File: src/rtl/lfsr_rand_sched_if.sv
// Request/grant and delivery bundle between the random-number scheduler and its two consumers.
// The scheduler side uses the slave modport; the consumer side uses master.
interface lfsr_rand_sched_if #(
    parameter int WIDTH = 16
);
    logic [1:0]       req;
    logic [1:0]       gnt;
    logic             rnd_valid;
    logic [WIDTH-1:0] rnd_data;
    logic             rnd_id;

    modport master (
        output req,
        input  gnt, rnd_valid, rnd_data, rnd_id
    );

    modport slave (
        input  req,
        output gnt, rnd_valid, rnd_data, rnd_id
    );
endinterface

File: src/rtl/lfsr_rand_sched.sv
// Round-robin scheduler for two consumers sharing a 16-bit Galois LFSR.
// The LFSR advances STEPS times per served word; all outputs are registered.
module lfsr_rand_sched #(
    parameter int               WIDTH = 16,
    parameter logic [WIDTH-1:0] TAPS  = 16'hB400,
    parameter logic [WIDTH-1:0] SEED  = 16'hACE1,
    parameter int               STEPS = 4
) (
    input  logic                clk,
    input  logic                rst,
    input  logic                seed_load,
    input  logic [WIDTH-1:0]    seed_in,
    lfsr_rand_sched_if.slave    bus,
    output logic                busy,
    output logic [WIDTH-1:0]    lfsr_state
);
    typedef enum logic [1:0] {IDLE, ADVANCE, DELIVER} state_t;

    state_t           state_q, state_d;
    logic [WIDTH-1:0] lfsr_q, lfsr_d;
    logic [3:0]       cnt_q, cnt_d;
    logic             prio_q, prio_d;
    logic             win_q, win_d;
    logic             win_sel;
    logic [1:0]       gnt_q, gnt_d;
    logic             valid_q, valid_d;
    logic [WIDTH-1:0] data_q, data_d;
    logic             id_q, id_d;
    logic             busy_q, busy_d;

    function automatic logic [WIDTH-1:0] lfsr_step(input logic [WIDTH-1:0] s);
        return (s >> 1) ^ (s[0] ? TAPS : '0);
    endfunction

    always_ff @(posedge clk) begin
        if (rst) begin
            state_q <= IDLE;
            lfsr_q  <= SEED;
            cnt_q   <= '0;
            prio_q  <= 1'b0;
            win_q   <= 1'b0;
            gnt_q   <= '0;
            valid_q <= 1'b0;
            data_q  <= '0;
            id_q    <= 1'b0;
            busy_q  <= 1'b0;
        end else begin
            state_q <= state_d;
            lfsr_q  <= lfsr_d;
            cnt_q   <= cnt_d;
            prio_q  <= prio_d;
            win_q   <= win_d;
            gnt_q   <= gnt_d;
            valid_q <= valid_d;
            data_q  <= data_d;
            id_q    <= id_d;
            busy_q  <= busy_d;
        end
    end

    always_comb begin
        case (bus.req)
            2'b01:   win_sel = 1'b0;
            2'b10:   win_sel = 1'b1;
            default: win_sel = prio_q;
        endcase
    end

    always_comb begin
        state_d = state_q;
        lfsr_d  = lfsr_q;
        cnt_d   = cnt_q;
        prio_d  = prio_q;
        win_d   = win_q;
        gnt_d   = gnt_q;
        valid_d = 1'b0;
        data_d  = data_q;
        id_d    = id_q;

        case (state_q)
            IDLE: begin
                if (seed_load) begin
                    lfsr_d = (seed_in == '0) ? SEED : seed_in;
                end else if (bus.req != 2'b00) begin
                    state_d = ADVANCE;
                    win_d   = win_sel;
                    gnt_d   = win_sel ? 2'b10 : 2'b01;
                    cnt_d   = 4'(STEPS);
                end
            end
            ADVANCE: begin
                // A zero register would lock up, so reseed; the cycle still counts as a step.
                lfsr_d = (lfsr_q == '0) ? SEED : lfsr_step(lfsr_q);
                cnt_d  = cnt_q - 4'd1;
                if (cnt_q == 4'd1) begin
                    // Capture the final word now so rnd_data/rnd_valid are registered in DELIVER.
                    state_d = DELIVER;
                    valid_d = 1'b1;
                    data_d  = lfsr_d;
                    id_d    = win_q;
                end
            end
            DELIVER: begin
                state_d = IDLE;
                gnt_d   = '0;
                prio_d  = ~win_q;
            end
            default: state_d = IDLE;
        endcase

        busy_d = (state_d != IDLE);
    end

    assign bus.gnt       = gnt_q;
    assign bus.rnd_valid = valid_q;
    assign bus.rnd_data  = data_q;
    assign bus.rnd_id    = id_q;
    assign busy          = busy_q;
    assign lfsr_state    = lfsr_q;
endmodule

File: src/flat_wrapper.sv
// flat-port wrapper written by rule: the top's interface ports become plain ports
module lfsr_rand_sched_flat 
#(
    parameter int               WIDTH = 16,
    parameter logic [WIDTH-1:0] TAPS  = 16'hB400,
    parameter logic [WIDTH-1:0] SEED  = 16'hACE1,
    parameter int               STEPS = 4
)
  (clk, rst, seed_load, seed_in, busy, lfsr_state, bus_req, bus_gnt, bus_rnd_valid, bus_rnd_data, bus_rnd_id);
  lfsr_rand_sched_if #(.WIDTH(WIDTH)) bus_i ();
  input  logic clk;
  input  logic rst;
  input  logic seed_load;
  input  logic [WIDTH-1:0] seed_in;
  output logic busy;
  output logic [WIDTH-1:0] lfsr_state;
  input wire logic [$bits(bus_i.req)-1:0] bus_req;
  output wire logic [$bits(bus_i.gnt)-1:0] bus_gnt;
  output wire logic [$bits(bus_i.rnd_valid)-1:0] bus_rnd_valid;
  output wire logic [$bits(bus_i.rnd_data)-1:0] bus_rnd_data;
  output wire logic [$bits(bus_i.rnd_id)-1:0] bus_rnd_id;
  assign bus_i.req = bus_req;
  assign bus_gnt = bus_i.gnt;
  assign bus_rnd_valid = bus_i.rnd_valid;
  assign bus_rnd_data = bus_i.rnd_data;
  assign bus_rnd_id = bus_i.rnd_id;
  lfsr_rand_sched #(.WIDTH(WIDTH), .TAPS(TAPS), .SEED(SEED), .STEPS(STEPS)) u_core (.clk(clk), .rst(rst), .seed_load(seed_load), .seed_in(seed_in), .bus(bus_i), .busy(busy), .lfsr_state(lfsr_state));
endmodule
File: config.mk
export PLATFORM = sky130hd
export DESIGN_NAME = lfsr_rand_sched_flat
export DESIGN_NICKNAME = d
export VERILOG_FILES = /design/src/rtl/lfsr_rand_sched_if.sv /design/src/rtl/lfsr_rand_sched.sv /design/src/flat_wrapper.sv
export SDC_FILE = /design/constraint.sdc
export NUM_CORES = 1
export LEC_CHECK = 0
export ABC_AREA = 1
export BUFFER_PORTS_ARGS = -buffer_cell sky130_fd_sc_hd__buf_2
export CORE_MARGIN = 2
export CORE_UTILIZATION = 50
export DETAILED_ROUTE_END_ITERATION = 8
export PLACE_DENSITY_LB_ADDON = 0.15
export SETUP_SLACK_MARGIN = 0.05
export SLEW_MARGIN = 20
export SYNTH_ARGS = -nofsm -noshare
export SYNTH_HDL_FRONTEND = slang
export SYNTH_SLANG_ARGS = --single-unit
File: constraint.sdc
create_clock -name clk -period 1.6 [get_ports clk]
set_clock_uncertainty 0.2 [all_clocks]
set_input_delay 0.16 -clock clk [delete_from_list [all_inputs] [get_ports clk]]
set_output_delay 0.16 -clock clk [all_outputs]
set_load 0.005 [all_outputs]
==> metrics.cfg, run 1 <==
[synthesis]
synth_cell_types=24
async_flop_share_pct=0
netlist_area_sq_mm=0.00212
ys_warn_count=0
ys_ff_latch=45
synth_nets=338
ys.flop_type=dfxtp_1
syn_area_per_cell_sq_um=6.76
synth_edf_count=0
syn_inst=313
seq_area_frac_synth_pct=42.6

[clock_tree]
cts_num_sinks=45
clkLatencyLatePin_ps=300
cts_buffers=5
htree_num_levels=2
clock_path_buffers=2
cts_root_buf=clkbuf_8
path_clk_slew_ps=90
cts_tree=built

[timing]
min_period_ps=1510
setup_viol=0
hold_viol=0
finalCritPeriodShare_pct=94.4
drv_slew=0
worst_pin_slew_ps=515
fin_tns_setup_ps=0
max_freq_ghz=0.662
rsz0062_at_grt=true
slew_headroom_pct=65.6

[drt]
first_pass_iters=4
vias=2255
wire_per_inst_um=12.8
drt_iter0_drc=124
ant_nets=0
wl_um=5720
routed_via_density=5.06
drc=0

[grt]
antenna_found_initial=0
grt_usage_pct=23.6
gr-total-overflow=0
grt_max_degree=26
grt_pass1_vias=2076
grt_pass1_wl_um=9150

[floorplanning]
die_w_um=69.1
start_util_pct=52.5
core_area_sq_mm=0.00403
die-area_sq_mm=0.00477
rows=23
ios=58
die_h_um=69.1

[worst_setup_path]
critical_path_required_ps=1650
cp-end-kind=flop
startpoint_type=flop
worst-path-max-fanout=8
r2r_cells=9
crit_type=flop to flop
crit_arrival_ps=1560

[placed_design]
gp_congestion=0.906
dp_hpwl_um=3810
portBuffers=57

[worst_hold_path]
min_path_type=input pin to flop
hold_path_depth=5

[cells_and_area]
finalNetCount=420
antennaDiodeCount=0
final_layout_size_suffix_gt1_share_pct=25.5
areaGrowthSynthToFinish_pct=34.9

[pwr]
p_leak_nw=1.45
fin_total_pwr_w=0.00278
powerDensity_mw_per_mm2=974
ir_drop_mv=0.637

[status]
outcome=finished clean

[flow_run]
maxCapViolCount=0

## stage by stage
| step | hold WS [ps] | setup slack [ps] | utilization, % | cells | instance area (sq um) |
|---|---|---|---|---|---|
| 2_1_floorplan | 130 | 85.3 | - | 313 | 2120 |
| 5_1_grt | 39.1 | 12.3 | 70.9 | 446 | 2860 |
| 6_report | 16.7 | 89.6 | 70.9 | 446 | 2860 |
| 3_3_place_gp | 220 | 55.6 | 62.3 | 419 | 2510 |
| 4_1_cts | 1.68 | 44.7 | 71.1 | 447 | 2860 |
| 3_5_place_dp | 227 | 20.2 | 62.3 | 419 | 2510 |
## flip-flops by register name, summed over array words and instances (netlist names)
name and count:
u_core.state_q 2, u_core.busy 1, u_core.win_q 1, u_core.bus.rnd_valid 1
u_core.bus.gnt 2, u_core.bus.rnd_data 16, u_core.bus.rnd_id 1, u_core.lfsr_state 16
u_core.cnt_q 4, u_core.prio_q 1
## power breakdown
group	internal (W)	leakage, nW	switching [W]	total, W
Combinational	0.000260	1.03	0.000336	0.000596
Clock	0.000508	0.0574	0.000401	0.000909
Sequential	0.00120	0.369	0.0000707	0.00128
## synth_stat cells (3+ instances only)
cell type / count / share of area, %
a31oi_1: 3 / 0.89
a21oi_1: 19 / 4.5
nor2_1: 58 / 10
ha_1: 4 / 2.4
clkbuf_1: 3 / 0.53
nand2_1: 71 / 13
o211ai_1: 3 / 1.1
nand3_1: 27 / 6.4
o21ai_0: 17 / 4.0
buf_2: 6 / 1.4
inv_1: 40 / 7.1
dfxtp_1: 45 / 43
## path summary, 6_finish.rpt
kind / start / end / slack, ps
setup reg to reg: u_core.cnt_q[1] / u_core.bus.rnd_data[9] / 90
hold / removal: seed_in[14] / u_core.lfsr_state[14] / 20
setup / recovery: u_core.cnt_q[1] / u_core.bus.rnd_data[9] / 90
hold reg to reg: u_core.win_q / u_core.prio_q / 240
## layout make-up
type / instances / area [sq um]
Timing Repair Buffer: 87 / 569
Multi-Input combinational cell: 214 / 1030
Sequential cell: 45 / 905
Clock inverter: 2 / 37.5
Clock buffer: 6 / 82.6
Tap cell: 50 / 62.6
Fill cell: 339 / 1170
Timing Repair inverter: 1 / 7.51
Inverter: 41 / 158
## cell usage in the layout (no fill, tap or decap), types with 2 or more instances in the layout
cell type / netlist / routed
dfxtp_1: 45 / 42
nand2_4: 1 / 3
nor2_2: 0 / 3
o211ai_1: 3 / 3
inv_1: 40 / 37
nand2_1: 71 / 68
nor2_1: 58 / 55
a21oi_1: 19 / 19
clkbuf_8: 0 / 6
ha_1: 4 / 3
buf_4: 0 / 12
buf_6: 2 / 3
dfxtp_2: 0 / 3
xnor2_1: 2 / 2
o21ai_1: 0 / 2
o21ai_0: 17 / 15
inv_2: 1 / 3
buf_2: 6 / 57
dlygate4sd3_1: 0 / 14
a31oi_1: 3 / 3
nor3_1: 2 / 2
o22ai_1: 2 / 2
nand3_1: 27 / 26
clkinvlp_4: 0 / 3
## repair_timing
item / in CTS / in global routing
gates cloned: 1 / 1
setup buffers: 5 / 1
hold buffers: 14 / 0
setup endpoints to repair: 12 / 35
resized for setup: 10 / 15
endpoints found under the hold margin: 14 / 0
pin swaps: 2 / 6
## logic make-up (layout without fill, tap and decap cells)
family	Yosys count	count (layout)	synth area share, %
simple gates	163	163	32.2
buf+inv	54	137	10.6
flops	45	45	42.6
compound gates	44	44	11.1
fa+ha+maj	4	4	2.36
xor+xnor	3	3	1.24
## worst max-delay path: stages (launching register included)
cell and delay (ps):
dfxtp_2 330, inv_2 70, ha_4 140, nand2_4 50, nor3_4 210, buf_4 170
inv_2 70, nor2_4 100, nand2_1 60, nand2_1 60
## metal layers
metal,routed length [um],vias to the layer above,GRT usage [%]
met1,2600,1030,30.7
met3,360,7,5.41
met5,0,-,0
li1,-,1146,-
met4,55,0,5.88
met2,2700,72,39.6
No activity file was read; power rests on OpenSTA's default activity.
==> run 2, diff against run 1 <==
--- a/config.mk
+++ b/config.mk
@@ -8,7 +8,7 @@
 export ABC_AREA = 1
 export BUFFER_PORTS_ARGS = -buffer_cell sky130_fd_sc_hd__buf_2
 export CORE_MARGIN = 2
-export CORE_UTILIZATION = 50
+export CORE_UTILIZATION = 35
 export DETAILED_ROUTE_END_ITERATION = 8
 export PLACE_DENSITY_LB_ADDON = 0.15
 export SETUP_SLACK_MARGIN = 0.05
==> metrics.cfg, run 2 (synthesized netlist as in run 1, its figures left out) <==
[pwr]
internal-power_w=0.00198  ; +0.45%
power_frac_seq_pct=45.6  ; -0.3 points
p_sw_share_pct=29.3  ; +0.23 points
p_leak_nw=1.50  ; +2.9%
clkPwrFrac_pct=32.5  ; -0.2 points
p_comb_share_pct=21.9  ; +0.5 points
powerDensity_mw_per_mm2=939  ; -3.5%
switchingPower_w=0.000820  ; +1.6%
ir_drop_mv=0.359  ; -44%

[timing]
min_period_ps=1560  ; +54.0 ps
setup_ws_ps=35.6  ; -54.0 ps
drv_slew=0  ; unchanged
finalCritPeriodShare_pct=97.8  ; +3.4 points
fin_hold_ws_ps=-0.744  ; -17.5 ps
worst_pin_slew_ps=331  ; -184 ps
setup_viol=0  ; unchanged
rsz0062_at_grt=true
max_freq_ghz=0.639  ; -3.5%
slew_headroom_pct=77.8  ; +12 points
hold_viol=1  ; +1

[clock_tree]
cts_buffers=5  ; unchanged
clock_path_buffers=2  ; unchanged
cts_root_buf=clkbuf_8
cts_num_sinks=45  ; unchanged
htree_num_levels=2  ; unchanged
cts_tree=built
path_clk_slew_ps=90  ; about the same
clkLatencyLatePin_ps=300  ; about the same

[drt]
wl_um=5990  ; +4.8%
vias=2199  ; -2.5%
wire_per_inst_um=12.7  ; -0.57%
drc=0  ; unchanged
routed_via_density=4.68  ; -7.5%
first_pass_iters=4  ; unchanged
drt_iter0_drc=148  ; +19%
ant_nets=0  ; unchanged

[worst_setup_path]
cp-end-kind=flop
crit_arrival_ps=1610  ; +50 ps
critical_path_required_ps=1650  ; about the same
crit_type=flop to flop
worst-path-max-fanout=5  ; -3
startpoint_type=flop

[floorplanning]
core_area_sq_mm=0.00589  ; +46%
die-area_sq_mm=0.00669  ; +40%
die_w_um=81.8  ; +18%
die_h_um=81.8  ; +18%
ios=58  ; unchanged
start_util_pct=36.0  ; -17 points
rows=28  ; +22%

[placed_design]
dp_cells=446  ; +6.4%
gp_congestion=0.804  ; -11%
placed_area_sq_mm=0.00257  ; +2.3%
dp_hpwl_um=4150  ; +8.9%
pre_cts_ws_ps=45.6  ; +25.4 ps
portBuffers=57  ; unchanged

[cells_and_area]
final_layout_size_suffix_gt1_share_pct=29.9  ; +4.4 points
layout.cells.non_filler=470  ; +5.4%
fill_cells=580  ; +71%
most-common-layout-cells=66 x nand2_1, 57 x buf_2, 48 x nor2_1
final_common_cell=nand2_1
finalNetCount=419  ; -0.24%
antennaDiodeCount=0  ; unchanged
final_area_sq_mm=0.00298  ; +4.5%
areaGrowthSynthToFinish_pct=40.9

[grt]
use_met3_pct=3.74  ; -1.7 points
use_met2_pct=26.7  ; -13 points
use_met1_pct=26.8  ; -3.8 points
antenna_found_initial=0  ; unchanged
grt_pass1_wl_um=9290  ; +1.5%
grt_pass1_vias=1911  ; -7.9%
busiest_layer=met1
gr-total-overflow=0  ; unchanged
grt_usage_pct=18.1  ; -5.5 points
grt_max_degree=24  ; -7.7%

[status]
violations=negative hold slack
outcome=complete, but fails checks

[flow_run]
maxCapViolCount=0  ; unchanged

[worst_hold_path]
min_path_type=input pin to flop

==> run 2: cell count changes in the layout (fill, tap and decap cells not counted), moves of 2 or more <==
cell,change
o21ai_2,+2
nor2_4,+2
buf_12,+2
nand3_2,+3
o21ai_0,-2
nor2_2,+5
dlygate4sd3_1,-4
nand2_1,-2
nor2_1,-7
nand3_1,-3
==> run 2: final timing paths <==
path	from	cells past startpoint	slack (ps)	end
hold reg to reg	u_core.win_q	1	240	u_core.prio_q
hold / removal	seed_in[15]	5	-0.7	u_core.lfsr_state[15]
setup / recovery	u_core.cnt_q[1]	10	40	u_core.bus.rnd_data[11]
setup reg to reg	u_core.cnt_q[1]	10	40	u_core.bus.rnd_data[11]
==> run 2: repair_timing <==
action / CTS / global route
resized for setup: 8 / 41
gates cloned: 1 / 2
setup buffers: 2 / 2
hold endpoints to repair: 10 / 0
endpoints found under the setup margin: 1 / 36
hold buffers: 10 / 0
pin swaps: 1 / 17
==> run 2: cell type report <==
class | instances | area [sq um] | area share (%)
multi-input combinational | 214 | 1090 | 36.7
sequential | 45 | 905 | 30.3
timing repair buffer | 86 | 602 | 20.2
inverter | 41 | 165 | 5.54
tap | 75 | 93.8 | 3.15
clock buffer | 7 | 86.3 | 2.89
clock inverter | 1 | 30.0 | 1.01
timing repair inverter | 1 | 7.51 | 0.252
==> run 2: through the flow <==
step	power (W)	hold WS [ps]	utilization [%]	setup TNS, ps
after floorplan	0.00161	130	-	0
after global placement	0.00184	219	43.6	0
after detailed placement	0.00184	224	43.6	0
after CTS	0.00278	0.215	48.3	0
after global routing	0.00296	22.4	50.7	-326
final	0.00280	-0.744	50.7	0
==> run 2: worst max-delay path, cell delays in order (launching register included) <==
cell and delay (ps):
dfxtp_2 330, inv_2 90, ha_4 140, nand2_4 50, nor3_4 140, buf_6 180, buf_12 130, nor2_4 30
nor2_2 110, nand2_1 60, inv_1 40
==> run 2: per-layer routing <==
layer	up-vias	wire length (um)
met5	-	0
met4	0	53
met3	6	413
met2	78	2560
met1	969	2960
li1	1146	-
==> run 2: power groups by stage <==
| stage | registers, W | logic [W] | clock network (W) |
|---|---|---|---|
| 2_1_floorplan | 0.00130 | 0.000314 | 0 |
| 3_3_place_gp | 0.00130 | 0.000540 | 0 |
| 3_5_place_dp | 0.00130 | 0.000539 | 0 |
| 4_1_cts | 0.00127 | 0.000573 | 0.000932 |
| 5_1_grt | 0.00129 | 0.000685 | 0.000985 |
| 6_report | 0.00128 | 0.000612 | 0.000911 |
